**src/rtl/beta_muldiv_pkg.sv**
```systemverilog
// Shared encodings and helpers for the Beta iterative multiply/divide unit.
// Operation codes, controller states and a two's-complement magnitude function.
package beta_muldiv_pkg;

    localparam int MAG_W = 64;

    typedef enum logic [1:0] {
        OP_MUL  = 2'b00,
        OP_MULH = 2'b01,
        OP_DIV  = 2'b10,
        OP_REM  = 2'b11
    } op_e;

    typedef enum logic [1:0] {
        IDLE  = 2'b00,
        CALC  = 2'b01,
        FIXUP = 2'b10
    } state_e;

    // Callers zero-extend a narrower value to MAG_W and truncate the result back.
    function automatic logic [MAG_W-1:0] magnitude(input logic [MAG_W-1:0] value,
                                                   input logic negative);
        return negative ? -value : value;
    endfunction

endpackage

```
**src/rtl/beta_muldiv_divstep.sv**
```systemverilog
// One restoring-division step: shift {rem,quo} left, trial-subtract the divisor,
// keep the difference and set the quotient bit when it does not go negative.
module beta_divstep
    import beta_muldiv_pkg::*;
#(
    parameter int WIDTH = 32
) (
    input  logic [WIDTH-1:0] rem_i,
    input  logic [WIDTH-1:0] quo_i,
    input  logic [WIDTH-1:0] divisor_i,
    output logic [WIDTH-1:0] rem_o,
    output logic [WIDTH-1:0] quo_o
);

    logic [WIDTH:0] shifted;
    logic [WIDTH:0] diff;

    assign shifted = {rem_i, quo_i[WIDTH-1]};
    assign diff    = shifted - {1'b0, divisor_i};
    assign rem_o   = diff[WIDTH] ? shifted[WIDTH-1:0] : diff[WIDTH-1:0];
    assign quo_o   = {quo_i[WIDTH-2:0], ~diff[WIDTH]};

endmodule

```
**src/rtl/beta_muldiv.sv**
```systemverilog
// Iterative signed multiply/divide unit, one bit per cycle on operand magnitudes,
// with sign correction in a final FIXUP cycle and a start/busy/done handshake.
module beta_muldiv
    import beta_muldiv_pkg::*;
#(
    parameter int WIDTH = 32
) (
    input  logic             clk,
    input  logic             reset,
    input  logic             start,
    input  logic [1:0]       op,
    input  logic [WIDTH-1:0] a,
    input  logic [WIDTH-1:0] b,
    input  logic             flush,
    output logic             busy,
    output logic             done,
    output logic [WIDTH-1:0] result,
    output logic             div_zero
);

    localparam int CNT_W = $clog2(WIDTH) + 1;

    state_e               state_q, state_d;
    op_e                  op_q, op_d;
    logic                 neg_a_q, neg_a_d;
    logic                 neg_res_q, neg_res_d;
    logic                 dz_pend_q, dz_pend_d;
    logic [WIDTH-1:0]     mag_b_q, mag_b_d;
    logic [2*WIDTH-1:0]   acc_q, acc_d;
    logic [CNT_W-1:0]     count_q, count_d;
    logic                 busy_q, busy_d;
    logic                 done_q, done_d;
    logic [WIDTH-1:0]     result_q, result_d;
    logic                 div_zero_q, div_zero_d;

    logic [WIDTH-1:0]     mag_a_in, mag_b_in;
    logic [WIDTH-1:0]     acc_hi, acc_lo;
    logic [WIDTH:0]       mul_sum;
    logic [WIDTH-1:0]     div_rem, div_quo;
    logic [2*WIDTH-1:0]   signed_prod;
    logic [WIDTH-1:0]     fixup_result;

    assign mag_a_in = WIDTH'(magnitude(MAG_W'(a), a[WIDTH-1]));
    assign mag_b_in = WIDTH'(magnitude(MAG_W'(b), b[WIDTH-1]));

    // The accumulator holds {partial product, multiplier} or {remainder, quotient}.
    assign acc_hi  = acc_q[2*WIDTH-1:WIDTH];
    assign acc_lo  = acc_q[WIDTH-1:0];
    assign mul_sum = {1'b0, acc_hi} + {1'b0, mag_b_q};

    beta_divstep #(.WIDTH(WIDTH)) u_divstep (
        .rem_i     (acc_hi),
        .quo_i     (acc_lo),
        .divisor_i (mag_b_q),
        .rem_o     (div_rem),
        .quo_o     (div_quo)
    );

    assign signed_prod = neg_res_q ? -acc_q : acc_q;

    always_comb begin
        fixup_result = '0;
        case (op_q)
            OP_MUL:  fixup_result = signed_prod[WIDTH-1:0];
            OP_MULH: fixup_result = signed_prod[2*WIDTH-1:WIDTH];
            OP_DIV:  fixup_result = dz_pend_q ? '1 : (neg_res_q ? -acc_lo : acc_lo);
            OP_REM:  fixup_result = dz_pend_q ? (neg_a_q ? -acc_lo : acc_lo)
                                              : (neg_a_q ? -acc_hi : acc_hi);
            default: fixup_result = '0;
        endcase
    end

    always_comb begin
        state_d    = state_q;
        op_d       = op_q;
        neg_a_d    = neg_a_q;
        neg_res_d  = neg_res_q;
        dz_pend_d  = dz_pend_q;
        mag_b_d    = mag_b_q;
        acc_d      = acc_q;
        count_d    = count_q;
        busy_d     = busy_q;
        done_d     = 1'b0;
        result_d   = result_q;
        div_zero_d = div_zero_q;

        case (state_q)
            IDLE: begin
                if (start && !flush) begin
                    op_d      = op_e'(op);
                    neg_a_d   = a[WIDTH-1];
                    neg_res_d = a[WIDTH-1] ^ b[WIDTH-1];
                    dz_pend_d = op[1] && (b == '0);
                    mag_b_d   = mag_b_in;
                    acc_d     = {{WIDTH{1'b0}}, mag_a_in};
                    count_d   = CNT_W'(WIDTH);
                    busy_d    = 1'b1;
                    state_d   = (op[1] && (b == '0)) ? FIXUP : CALC;
                end
            end
            CALC: begin
                if (flush) begin
                    busy_d  = 1'b0;
                    state_d = IDLE;
                end else begin
                    if (op_q[1]) begin
                        acc_d = {div_rem, div_quo};
                    end else if (acc_lo[0]) begin
                        acc_d = {mul_sum, acc_lo[WIDTH-1:1]};
                    end else begin
                        acc_d = {1'b0, acc_q[2*WIDTH-1:1]};
                    end
                    count_d = count_q - CNT_W'(1);
                    if (count_q == CNT_W'(1)) begin
                        state_d = FIXUP;
                    end
                end
            end
            FIXUP: begin
                busy_d  = 1'b0;
                state_d = IDLE;
                if (!flush) begin
                    result_d   = fixup_result;
                    div_zero_d = dz_pend_q;
                    done_d     = 1'b1;
                end
            end
            default: begin
                busy_d  = 1'b0;
                state_d = IDLE;
            end
        endcase
    end

    always_ff @(posedge clk or posedge reset) begin
        if (reset) begin
            state_q    <= IDLE;
            op_q       <= OP_MUL;
            neg_a_q    <= 1'b0;
            neg_res_q  <= 1'b0;
            dz_pend_q  <= 1'b0;
            mag_b_q    <= '0;
            acc_q      <= '0;
            count_q    <= '0;
            busy_q     <= 1'b0;
            done_q     <= 1'b0;
            result_q   <= '0;
            div_zero_q <= 1'b0;
        end else begin
            state_q    <= state_d;
            op_q       <= op_d;
            neg_a_q    <= neg_a_d;
            neg_res_q  <= neg_res_d;
            dz_pend_q  <= dz_pend_d;
            mag_b_q    <= mag_b_d;
            acc_q      <= acc_d;
            count_q    <= count_d;
            busy_q     <= busy_d;
            done_q     <= done_d;
            result_q   <= result_d;
            div_zero_q <= div_zero_d;
        end
    end

    assign busy     = busy_q;
    assign done     = done_q;
    assign result   = result_q;
    assign div_zero = div_zero_q;

endmodule
```
**config.mk**
```make
export PLATFORM = sky130hd
export DESIGN_NAME = beta_muldiv
export DESIGN_NICKNAME = d
export VERILOG_FILES = /design/src/rtl/beta_muldiv_pkg.sv /design/src/rtl/beta_muldiv_divstep.sv /design/src/rtl/beta_muldiv.sv
export SDC_FILE = /design/constraint.sdc
export NUM_CORES = 1
export LEC_CHECK = 0
export BUFFER_PORTS_ARGS = -buffer_cell sky130_fd_sc_hd__buf_4
export CAP_MARGIN = 20
export CORE_MARGIN = 3
export CORE_UTILIZATION = 40
export CTS_BUF_LIST = sky130_fd_sc_hd__clkbuf_16
export CTS_CLUSTER_DIAMETER = 50
export DETAILED_ROUTE_END_ITERATION = 10
export HOLD_SLACK_MARGIN = 0.15
export PLACE_DENSITY = 0.63
export SLEW_MARGIN = 20
export SYNTH_ARGS = -nofsm -noshare
export SYNTH_HDL_FRONTEND = slang
export SYNTH_HIERARCHICAL = 1
export SYNTH_SLANG_ARGS = --single-unit
```
**constraint.sdc**
```tcl
create_clock -name clk -period 6.6 [get_ports clk]
set_clock_uncertainty 0.15 [all_clocks]
set_input_delay 1.32 -clock clk [delete_from_list [all_inputs] [get_ports clk]]
set_output_delay 1.32 -clock clk [all_outputs]
set_load 0.02 [all_outputs]
```
==> metrics.log, run 1 <==
[metrics] crit-path max FO: 24
[metrics] worst reg2reg endpoint: acc_q[53]
[metrics] last weighted congestion value of the routability-driven placer: 0.9539
[metrics] die area: 40340 µm²
[metrics] detailed-route wire length per cell: 20.01 µm
[metrics] Total GRT Usage: 0.2417
[metrics] number of buffers added to fix hold violations after cts: 0
[metrics] post-route design area: 16510 µm²
[metrics] Post-synth ARST share: 1.000
[metrics] Pre-antenna DRT Iters: 5
[metrics] post_cts resized: 0
[metrics] number of routed nets with antenna violations: 0
[metrics] largest area contributor in the synthesized netlist: dfrtp_1
[metrics] post-route minimum period: 4.414 ns
[metrics] cell area reported after detailed placement: 15910 µm²
[metrics] setup-violating endpoint count in the final report: 0
[metrics] number of cells on the worst reg-to-reg path: 17
[metrics] Crit. End Element: flip-flop
[metrics] type of the most critical hold path: flip-flop to flip-flop
[metrics] dominant synthesized flop cell: dfrtp_1
[metrics] Post-route DRC: 0
[metrics] sequence of cells on the critical path: inv_1 -> ha_1 -> fa_1 -> and2b_1 -> o2111ai_2 -> a21oi_2 -> o2111ai_1 -> a211oi_2 -> nor2_4 -> mux2i_4 -> and2_4 -> inv_8 -> mux2_4 -> o21ai_0 -> nor2_1 -> a31oi_1 -> a311oi_1
[metrics] clock tree from TritonCTS: yes
[metrics] run status: finished, final reports clean
[metrics] root buffer cell: clkbuf_16
[metrics] Antenna Cells: 0
[metrics] Buffers on Ports: 104
[metrics] Final Slew Violations: 0
[metrics] RSZ-0062 raised after global routing: false
[metrics] mean instance size in the synthesized netlist: 7.578 µm²
[metrics] non-filler cells in the finished layout: 2494
[metrics] syn nets: 2146
[metrics] number of synthesized register bits: 144
[metrics] total power per unit cell area: 467.4 nW/µm²
[metrics] setup slack of the worst register-to-register path: 2.19 ns
[metrics] die boundary height: 200.8 µm
[metrics] sum of negative setup slack: 0 ns
[metrics] first-iteration detailed-routing DRC count: 1311
[metrics] buffers from clock root to sink, at most: 2
[metrics] share of synthesized area occupied by flip-flops and latches: 0.2373
[metrics] CP startpoint: acc_q[31]
[metrics] Fmax achieved: 226.5 MHz
[metrics] worst hold path startpoint: result[4]
[metrics] number of enable-type register cells in the synthesized netlist: 0
[metrics] H-tree lvl count: 4
[metrics] synthesized-area fraction occupied by adder cells: 0.06031
[metrics] x dimension of the die: 200.8 µm
[metrics] most used standard cells in the synthesized netlist: nand2_1, o21ai_0, dfrtp_1, a21oi_1, clkbuf_1
[metrics] Final #Nets: 2119
[metrics] via count: 14840
[metrics] yosys synthesis warning count: 6
[metrics] Cell Rows: 70
[metrics] post-synthesis xor/xnor area fraction: 0.1102
[metrics] HPWL after DPL: 36850 µm
[metrics] total wire length: 49910 µm
[metrics] number of max-cap violations: 0
[metrics] initial core utilization: 0.4099
[metrics] clock-pin slew reported for the worst setup and hold paths after clock tree synthesis: 0.06 ns
[metrics] fraction of the mapped netlist area in compound gates: 0.2592
[metrics] area of the placeable core: 37050 µm²
[metrics] Synth-to-Final Area Change: 8.709%
[metrics] period utilisation layout: 0.6689
[metrics] slew of the pin with the lowest slew margin: 1.131 ns
[metrics] worst-case vdd ir drop: 0.2741 mV
[metrics] sort of element at the start of the critical path: flip-flop
[metrics] worst-path cell with the longest stage delay: dfrtp_1
[metrics] Slew Limit Headroom: 0.2430
[metrics] vias in the first global route: 14080
[metrics] total of fill cells in the finished design: 3697
[metrics] pin count of the biggest net entering global routing: 67
[metrics] main combinational cell family by area after synthesis: compound AO/OA/AOI/OAI gates
[metrics] crit-path max cell delay: 0.52 ns
[metrics] Congestion Overflow GR: 0
[metrics] Setup Buffers After CTS: 0
[metrics] Final Hold Violating Endpoints: 0
[metrics] wire length of the first global-routing pass: 78980 µm
[metrics] capture point of the worst path: acc_q[53]
[metrics] post-synthesis simple-gate area fraction: 0.2065
[metrics] clock latency reported for the late side of the worst-skew pair: 0.46 ns
[metrics] drt via density: 5.949
[metrics] number of stages on the worst hold path: 2
[metrics] total instance count after detailed placement: 2462
[metrics] Arr. time, crit path: 4.57 ns
[metrics] total CTS buffers: 17
[metrics] Setup CP Type: flip-flop to flip-flop
[metrics] Sinks on Clock Net: 144
[metrics] startpoint of the worst register-to-register path: acc_q[31]
[metrics] share of post-route cells with drive strength above 1: 0.1080
[metrics] most area-consuming cells after synthesis: dfrtp_1, o21ai_0, nand2_1, ha_1, xnor2_1
[metrics] antenna violations before repair: 0
[metrics] I/O pin count: 105
[metrics] mux contribution to synthesized area: 0.05487
[metrics] area share of the leading cell type in the synthesized netlist: 0.2373
[metrics] leakage power total: 7.201 nW
[metrics] CP Data Required Time: 6.76 ns
[metrics] Post-Syn Area: 15190 µm²
[metrics] number of unique standard cell types used by synthesis: 93
[metrics] synthesized netlist cell count: 2004
[metrics] leading cell type by number of instances after synthesis: nand2_1
==> registers in the layout, indices dropped and copies added, names as in the netlist <==
| name | cells |
|---|---|
| acc_q | 64 |
| busy | 1 |
| count_q | 6 |
| div_zero | 1 |
| done | 1 |
| dz_pend_q | 1 |
| mag_b_q | 32 |
| neg_a_q | 1 |
| neg_res_q | 1 |
| op_q | 2 |
| result | 32 |
| state_q | 2 |
==> layer usage <==
layer | part of all wire | vias up | track usage
met5 | 0 | - | 0
met4 | 0.038 | 0 | 0.1029
met3 | 0.060 | 105 | 0.03389
met2 | 0.45 | 569 | 0.3835
met1 | 0.45 | 7036 | 0.3300
li1 | - | 7128 | -
==> logic make-up (layout without fill, tap and decap cells) <==
logic type	Yosys count	in the layout
mux	72	72
simple gates	658	658
xor+xnor	191	191
buf+inv	230	216
compound gates	637	637
fa+ha+maj	72	72
flops	144	144
==> power by group <==
part | total [mW] | switching [mW] | leakage, nW | internal (mW)
combinational | 4.85 | 2.73 | 5.07 | 2.12
clock | 1.01 | 0.419 | 0.288 | 0.591
sequential | 1.85 | 0.703 | 1.84 | 1.15
total | 7.72 | 3.86 | 7.20 | 3.86
==> critical path, delay by kind of cell, from the launching register on <==
| family | cells | cell delay (ns) |
|---|---|---|
| buffers and inverters | 2 | 0.21 |
| adder cells (fa/ha/maj) | 2 | 0.63 |
| AO/OA/AOI/OAI | 7 | 1.35 |
| flip-flops | 1 | 0.52 |
| multiplexers | 2 | 0.65 |
| AND/OR/NAND/NOR | 4 | 0.74 |
==> metrics by stage <==
step	hold slack [ns]	util	worst slack, ns	power (mW)
after global placement	0.3123	0.4295	2.074	6.524
final	0.3298	0.4456	2.186	7.716
after detailed placement	0.3141	0.4295	1.968	6.603
after global routing	0.3599	0.4456	1.922	8.303
after CTS	0.3331	0.4455	2.183	7.645
after floorplan	0.3277	-	1.264	5.566
==> layout make-up <==
cell class	instances	area, µm²	share of cell area
multi-input combinational	1630	10510	0.6364
sequential	144	3608	0.2186
timing repair buffer	124	930.9	0.05639
tap	504	630.6	0.03820
clock buffer	17	425.4	0.02577
inverter	60	237.7	0.01440
clock inverter	15	168.9	0.01023
==> cells in the final DEF, fill, tap and decap left out, drive strengths merged, types with 61 or more instances in the layout <==
cell   instances
nand2        281
o21ai        232
dfrtp        144
a21oi        141
buf          124
nor2         105
xnor2         99
xor2          92
ha            70
inv           61
==> worst min-delay path by stage <==
stage                  end
2_1_floorplan  mag_b_q[10]
3_3_place_gp     result[2]
3_5_place_dp    result[10]
4_1_cts         result[21]
5_1_grt         result[22]
6_report         result[4]
No activity file was read; power rests on OpenSTA's default activity.
==> run 2, diff against run 1 <==
--- a/config.mk
+++ b/config.mk
@@ -5,6 +5,7 @@
 export SDC_FILE = /design/constraint.sdc
 export NUM_CORES = 1
 export LEC_CHECK = 0
+export ABC_AREA = 1
 export BUFFER_PORTS_ARGS = -buffer_cell sky130_fd_sc_hd__buf_4
 export CAP_MARGIN = 20
 export CORE_MARGIN = 3
@@ -13,7 +14,7 @@
 export CTS_CLUSTER_DIAMETER = 50
 export DETAILED_ROUTE_END_ITERATION = 10
 export HOLD_SLACK_MARGIN = 0.15
-export PLACE_DENSITY = 0.63
+export PLACE_DENSITY = 0.62
 export SLEW_MARGIN = 20
 export SYNTH_ARGS = -nofsm -noshare
 export SYNTH_HDL_FRONTEND = slang
==> constraint.sdc (replaced) <==
create_clock -name clk -period 4.35 [get_ports clk]
set_clock_uncertainty 0.15 [all_clocks]
set_input_delay 0.87 -clock clk [delete_from_list [all_inputs] [get_ports clk]]
set_output_delay 0.87 -clock clk [all_outputs]
set_load 0.02 [all_outputs]
==> metrics.log, run 2 <==
[metrics] run status: finished, final reports clean
[metrics] Total GRT Usage: 0.3214
[metrics] Congestion Overflow GR: 0
[metrics] sequential cell fraction of total power: 0.194
[metrics] total wire length: 77180 µm
[metrics] slew of the pin with the lowest slew margin: 0.9742 ns
[metrics] Slew Limit Headroom: 0.3437
[metrics] leading cell type in the layout, fill and taps excluded: nand2_1
[metrics] crit-path max FO: 33
[metrics] Setup Buffers After CTS: 0
[metrics] H-tree lvl count: 4
[metrics] Buffers on Ports: 104
[metrics] CP Data Required Time: 4.57 ns
[metrics] clock tree from TritonCTS: yes
[metrics] drt via density: 5.609
[metrics] Synth-to-Final Area Change: 9.775%
[metrics] post-route minimum period: 3.408 ns
[metrics] total power per unit cell area: 830.8 nW/µm²
[metrics] mean instance size in the synthesized netlist: 5.584 µm²
[metrics] post_cts resized: 0
[metrics] most used cells in the layout excluding fill and tap cells: nand2_1, inv_1, nor2_1
[metrics] total of fill cells in the finished design: 4851
[metrics] switching component of the power: 9.961 mW
[metrics] synthesized netlist cell count: 3191
[metrics] area of the placeable core: 43550 µm²
[metrics] setup slack of the worst register-to-register path: 0.94 ns
[metrics] most used standard cells in the synthesized netlist: nand2_1, inv_1, nor2_1, nand3_1, a21oi_1
[metrics] number of unique standard cell types used by synthesis: 52
[metrics] clock-pin slew reported for the worst setup and hold paths after clock tree synthesis: 0.07 ns
[metrics] Post-route DRC: 0
[metrics] HPWL after DPL: 61080 µm
[metrics] clock latency reported for the late side of the worst-skew pair: 0.49 ns
[metrics] total CTS buffers: 17
[metrics] buffers from clock root to sink, at most: 2
[metrics] I/O pin count: 105
[metrics] Sinks on Clock Net: 144
[metrics] period utilisation layout: 0.7834
[metrics] number of synthesized register bits: 144
[metrics] die boundary height: 217.1 µm
[metrics] Crit. End Element: flip-flop
[metrics] register ranked first by flip-flop count: acc_q
[metrics] startpoint of the worst register-to-register path: acc_q[31]
[metrics] number of flip-flops under the largest register name: 64
[metrics] leakage power total: 10.22 nW
[metrics] most area-consuming cells after synthesis: nand2_1, dfrtp_1, nand3_1, inv_1, nor2_1
[metrics] first-iteration detailed-routing DRC count: 2750
[metrics] initial core utilization: 0.4091
[metrics] Setup CP Type: flip-flop to flip-flop
[metrics] number of buffers added to fix hold violations after cts: 0
[metrics] placement-stage worst setup slack: 0.9766 ns
[metrics] antenna violations before repair: 0
[metrics] Arr. time, crit path: 3.63 ns
[metrics] non-filler cells in the finished layout: 3812
[metrics] net switching fraction of the power: 0.6130
[metrics] detailed-route wire length per cell: 20.25 µm
[metrics] worst reg2reg endpoint: acc_q[45]
[metrics] share of post-route cells with drive strength above 1: 0.07096
[metrics] root buffer cell: clkbuf_16
[metrics] vias in the first global route: 19280
[metrics] Final Slew Violations: 0
[metrics] RSZ-0062 raised after global routing: false
[metrics] Cell Rows: 76
[metrics] wire length of the first global-routing pass: 116400 µm
[metrics] worst-case setup margin in the final layout: 0.9422 ns
[metrics] setup-violating endpoint count in the final report: 0
[metrics] area occupied by multi-input gates: 12040 µm²
[metrics] Final #Nets: 3356
[metrics] die area: 47120 µm²
[metrics] number of max-cap violations: 0
[metrics] largest area contributor in the synthesized netlist: nand2_1
[metrics] leading cell type by number of instances after synthesis: nand2_1
[metrics] Post-synth ARST share: 1.000
[metrics] Antenna Cells: 0
[metrics] syn nets: 3333
[metrics] share of power burned in combinational logic: 0.711
[metrics] dominant synthesized flop cell: dfrtp_1
[metrics] power after layout: 16.25 mW
[metrics] Pre-antenna DRT Iters: 7
[metrics] number of cells on the worst reg-to-reg path: 18
[metrics] yosys synthesis warning count: 6
[metrics] Final Hold Violating Endpoints: 0
[metrics] x dimension of the die: 217.1 µm
[metrics] internal power of the cells: 6.290 mW
[metrics] Fmax achieved: 293.4 MHz
[metrics] last weighted congestion value of the routability-driven placer: 1.024
[metrics] total instance count after detailed placement: 3780
[metrics] area occupied by registers: 3607 µm²
[metrics] sum of negative setup slack: 0 ns
[metrics] Post-Syn Area: 17820 µm²
[metrics] Clk network pwr share: 0.095
[metrics] via count: 21380
[metrics] area share of the leading cell type in the synthesized netlist: 0.2233
[metrics] number of routed nets with antenna violations: 0
[metrics] number of enable-type register cells in the synthesized netlist: 0
[metrics] worst-case vdd ir drop: 0.5115 mV
[metrics] type of the most critical hold path: primary input to asynchronous set/reset pin
[metrics] share of synthesized area occupied by flip-flops and latches: 0.2022
[metrics] pin count of the biggest net entering global routing: 95
[metrics] sort of element at the start of the critical path: flip-flop
[run 2: cells by family (layout without fill, tap and decap cells)]
| family | after synthesis | after routing | share of synthesized area |
|---|---|---|---|
| AOI/OAI and AO/OA | 551 | 551 | 0.1665 |
| xor gates and xnor gates | 59 | 59 | 0.02900 |
| adders and majority gates | 72 | 72 | 0.05140 |
| buffers and inverters | 531 | 567 | 0.1223 |
| DFF | 144 | 144 | 0.2022 |
| and+or+nand+nor | 1834 | 1834 | 0.4286 |
[run 2: stage by stage]
step	util	cell area (µm²)	hold slack, ns
2_1_floorplan	-	17820	0.3064
6_report	0.4491	19560	0.2288
4_1_cts	0.4491	19560	0.2137
3_5_place_dp	0.4354	18960	0.3193
5_1_grt	0.4491	19560	0.2391
3_3_place_gp	0.4354	18960	0.3161
[run 2: layer usage]
layer | share of wire | routed length (µm) | track usage
met2 | 0.39 | 30480 | 0.4445
met4 | 0.030 | 2347 | 0.1033
met5 | 0 | 0 | 0
met1 | 0.47 | 36320 | 0.5003
met3 | 0.10 | 8036 | 0.05320
[run 2: worst max-delay path, stage by stage (launching register included)]
cell and delay [ns]:
dfrtp_1 0.53, inv_1 0.08, ha_1 0.25, fa_1 0.44
inv_1 0.16, nand2_1 0.07, nand2_1 0.08, nand3_1 0.11
nand2_2 0.15, nand2_1 0.08, nand2_2 0.08, nand2_2 0.07
nand3_1 0.11, nand2_4 0.27, nand2_1 0.14, nand2_1 0.07
o21ai_0 0.26, a21o_1 0.13, nand2_1 0.05
[run 2: worst max-delay path by stage]
stage	cells after the start	endpoint	start
2_1_floorplan	1	acc_q[0]	reset
4_1_cts	18	acc_q[45]	acc_q[31]
3_5_place_dp	10	acc_q[10]	flush
6_report	18	acc_q[45]	acc_q[31]
3_3_place_gp	11	acc_q[30]	flush
5_1_grt	18	acc_q[44]	acc_q[31]
[run 2: final cells by class]
class,instances,area share
well taps,585,0.03742
clock buffers,17,0.02175
multi-input cells,2516,0.6156
flip-flops and latches,144,0.1844
repair buffers,141,0.05604
clock inverters,15,0.008763
inverters,394,0.07606
[run 2: power groups by stage]
stage	sequential, mW	clock, mW	combinational [mW]
after floorplan	2.66	0	8.04
after global placement	3.11	0	11.1
after detailed placement	3.12	0	11.2
after CTS	3.10	1.57	11.2
after global routing	3.20	1.62	12.8
final	3.16	1.54	11.6
==> run 3, diff against run 2 <==
==> constraint.sdc (replaced) <==
create_clock -name clk -period 3.15 [get_ports clk]
set_clock_uncertainty 0.15 [all_clocks]
set_input_delay 0.63 -clock clk [delete_from_list [all_inputs] [get_ports clk]]
set_output_delay 0.63 -clock clk [all_outputs]
set_load 0.02 [all_outputs]
==> metrics.log, run 3 (synthesis gave the netlist of run 2 again) <==
[metrics] Sinks on Clock Net: 144
[metrics] Buffers on Ports: 104
[metrics] Total GRT Usage: 0.3330
[metrics] total of fill cells in the finished design: 4846
[metrics] clock-pin slew reported for the worst setup and hold paths after clock tree synthesis: 0.07 ns
[metrics] crit-path max FO: 16
[metrics] internal power of the cells: 9.156 mW
[metrics] RSZ-0062 raised after global routing: false
[metrics] I/O pin count: 105
[metrics] register ranked first by flip-flop count: acc_q
[metrics] leading cell type in the layout, fill and taps excluded: nand2_1
[metrics] sum of negative setup slack: 0 ns
[metrics] clock latency reported for the late side of the worst-skew pair: 0.50 ns
[metrics] setup-violating endpoint count in the final report: 0
[metrics] share of power burned in combinational logic: 0.745
[metrics] worst reg2reg endpoint: acc_q[58]
[metrics] CP Data Required Time: 3.43 ns
[metrics] vias in the first global route: 19410
[metrics] die area: 47120 µm²
[metrics] buffers from clock root to sink, at most: 2
[metrics] Setup Buffers After CTS: 0
[metrics] Post-route DRC: 0
[metrics] period utilisation layout: 0.9201
[metrics] via count: 21780
[metrics] initial core utilization: 0.4091
[metrics] type of the most critical hold path: primary input to flip-flop
[metrics] total instance count after detailed placement: 3855
[metrics] Final Hold Violating Endpoints: 0
[metrics] Arr. time, crit path: 3.18 ns
[metrics] worst hold slack across all endpoints: 0.2501 ns
[metrics] worst hold path startpoint: op[1]
[metrics] switching component of the power: 14.21 mW
[metrics] most used cells in the layout excluding fill and tap cells: nand2_1, inv_1, nor2_1
[metrics] number of max-cap violations: 0
[metrics] number of routed nets with antenna violations: 0
[metrics] startpoint of the worst register-to-register path: mag_b_q[0]
[metrics] Congestion Overflow GR: 0
[metrics] H-tree lvl count: 4
[metrics] Final Slew Violations: 0
[metrics] sequential cell fraction of total power: 0.166
[metrics] total wire length: 80000 µm
[metrics] Synth-to-Final Area Change: 13.19%
[metrics] run status: finished, final reports clean
[metrics] number of stages on the worst hold path: 3
[metrics] Cell Rows: 76
[metrics] total CTS buffers: 17
[metrics] detailed-route wire length per cell: 20.57 µm
[metrics] last weighted congestion value of the routability-driven placer: 0.9970
[metrics] first-iteration detailed-routing DRC count: 2295
[metrics] share of post-route cells with drive strength above 1: 0.09380
[metrics] Fmax achieved: 345.0 MHz
[metrics] Final #Nets: 3434
[metrics] leakage power total: 10.61 nW
[metrics] net switching fraction of the power: 0.6082
[metrics] Pre-antenna DRT Iters: 6
[metrics] Crit. End Element: flip-flop
[metrics] number of cells on the worst reg-to-reg path: 19
[metrics] slew of the pin with the lowest slew margin: 0.7770 ns
[metrics] post-route design area: 20170 µm²
[metrics] Antenna Cells: 0
[metrics] Worst Hold End: op_q[1]
[metrics] x dimension of the die: 217.1 µm
[metrics] placement-stage worst setup slack: 0.1889 ns
[metrics] Clk network pwr share: 0.089
[metrics] drt via density: 5.598
[metrics] utilization after layout: 0.4631
[metrics] worst-case vdd ir drop: 0.8445 mV
[metrics] setup slack of the worst register-to-register path: 0.25 ns
[metrics] number of flip-flops under the largest register name: 64
[metrics] sort of element at the start of the critical path: flip-flop
[metrics] cell area reported after detailed placement: 19530 µm²
[metrics] pin count of the biggest net entering global routing: 61
[metrics] area occupied by registers: 3607 µm²
[metrics] root buffer cell: clkbuf_16
[metrics] wire length of the first global-routing pass: 119200 µm
[metrics] clock tree from TritonCTS: yes
[metrics] total power per unit cell area: 1159 nW/µm²
[metrics] Setup CP Type: flip-flop to flip-flop
[metrics] area of the placeable core: 43550 µm²
[metrics] worst-case setup margin in the final layout: 0.2518 ns
[metrics] antenna violations before repair: 0
[metrics] Slew Limit Headroom: 0.4765
[metrics] die boundary height: 217.1 µm
[metrics] area occupied by multi-input gates: 12100 µm²
[metrics] power after layout: 23.37 mW
[metrics] non-filler cells in the finished layout: 3890
[metrics] HPWL after DPL: 64020 µm
[metrics] post-route minimum period: 2.898 ns
[run 3: cell types whose count changed in the layout (fill, tap and decap cells not counted), sizes merged]
cell         previous run  this run
buf                   141       216
bufinv                  2         1
clkinv                  5         8
clkinvlp                3         2
dlygate4sd3             0         1
inv                   399       398
nand2                1075      1077
[run 3: layer usage]
metal / part of all wire / track usage
met1: 0.48 / 0.5256
met2: 0.39 / 0.4570
met3: 0.11 / 0.06534
met4: 0.019 / 0.08002
met5: 0 / 0
[run 3: area by class of cell]
type,count,share of cell area
Sequential cell,144,0.1789
Timing Repair Buffer,217,0.08276
Multi-Input combinational cell,2518,0.5998
Inverter,394,0.07376
Clock buffer,17,0.02109
Clock inverter,15,0.007445
Tap cell,585,0.03629
[run 3: power by group through the flow]
stage	logic [mW]	clock network, mW	registers (mW)
final	17.4	2.09	3.88
after global routing	19.1	2.21	3.93
after floorplan	11.1	0	3.68
after CTS	16.7	2.14	3.77
after global placement	16.6	0	3.80
after detailed placement	16.6	0	3.80
[run 3: how the worst max path moves through the flow]
stage / to / start / depth (start not counted)
2_1_floorplan: acc_q[0] / reset / 1
3_3_place_gp: acc_q[61] / acc_q[33] / 16
3_5_place_dp: acc_q[43] / mag_b_q[0] / 19
4_1_cts: acc_q[43] / mag_b_q[0] / 19
5_1_grt: acc_q[43] / acc_q[31] / 20
6_report: acc_q[58] / mag_b_q[0] / 19
[run 3: critical path, stage by stage, from the launching register on]
cell     delay [ns]
dfrtp_1        0.40
ha_1           0.24
fa_2           0.42
inv_1          0.12
nand2_1        0.05
nand2_1        0.08
nand3_1        0.08
nand2_2        0.12
nand2_1        0.07
nand2_2        0.08
nand2_2        0.08
nand2_2        0.09
nand2_2        0.13
nand2_4        0.25
nand2_1        0.08
nand2_1        0.07
nor2_1         0.04
nor2_1         0.13
nand2_1        0.07
nand2_1        0.06
[run 3: timing repair]
item,4_1_cts,5_1_grt
hold endpoints to repair,25,0
endpoints found under the setup margin,0,28
hold buffers,1,0
gates resized for setup,0,6
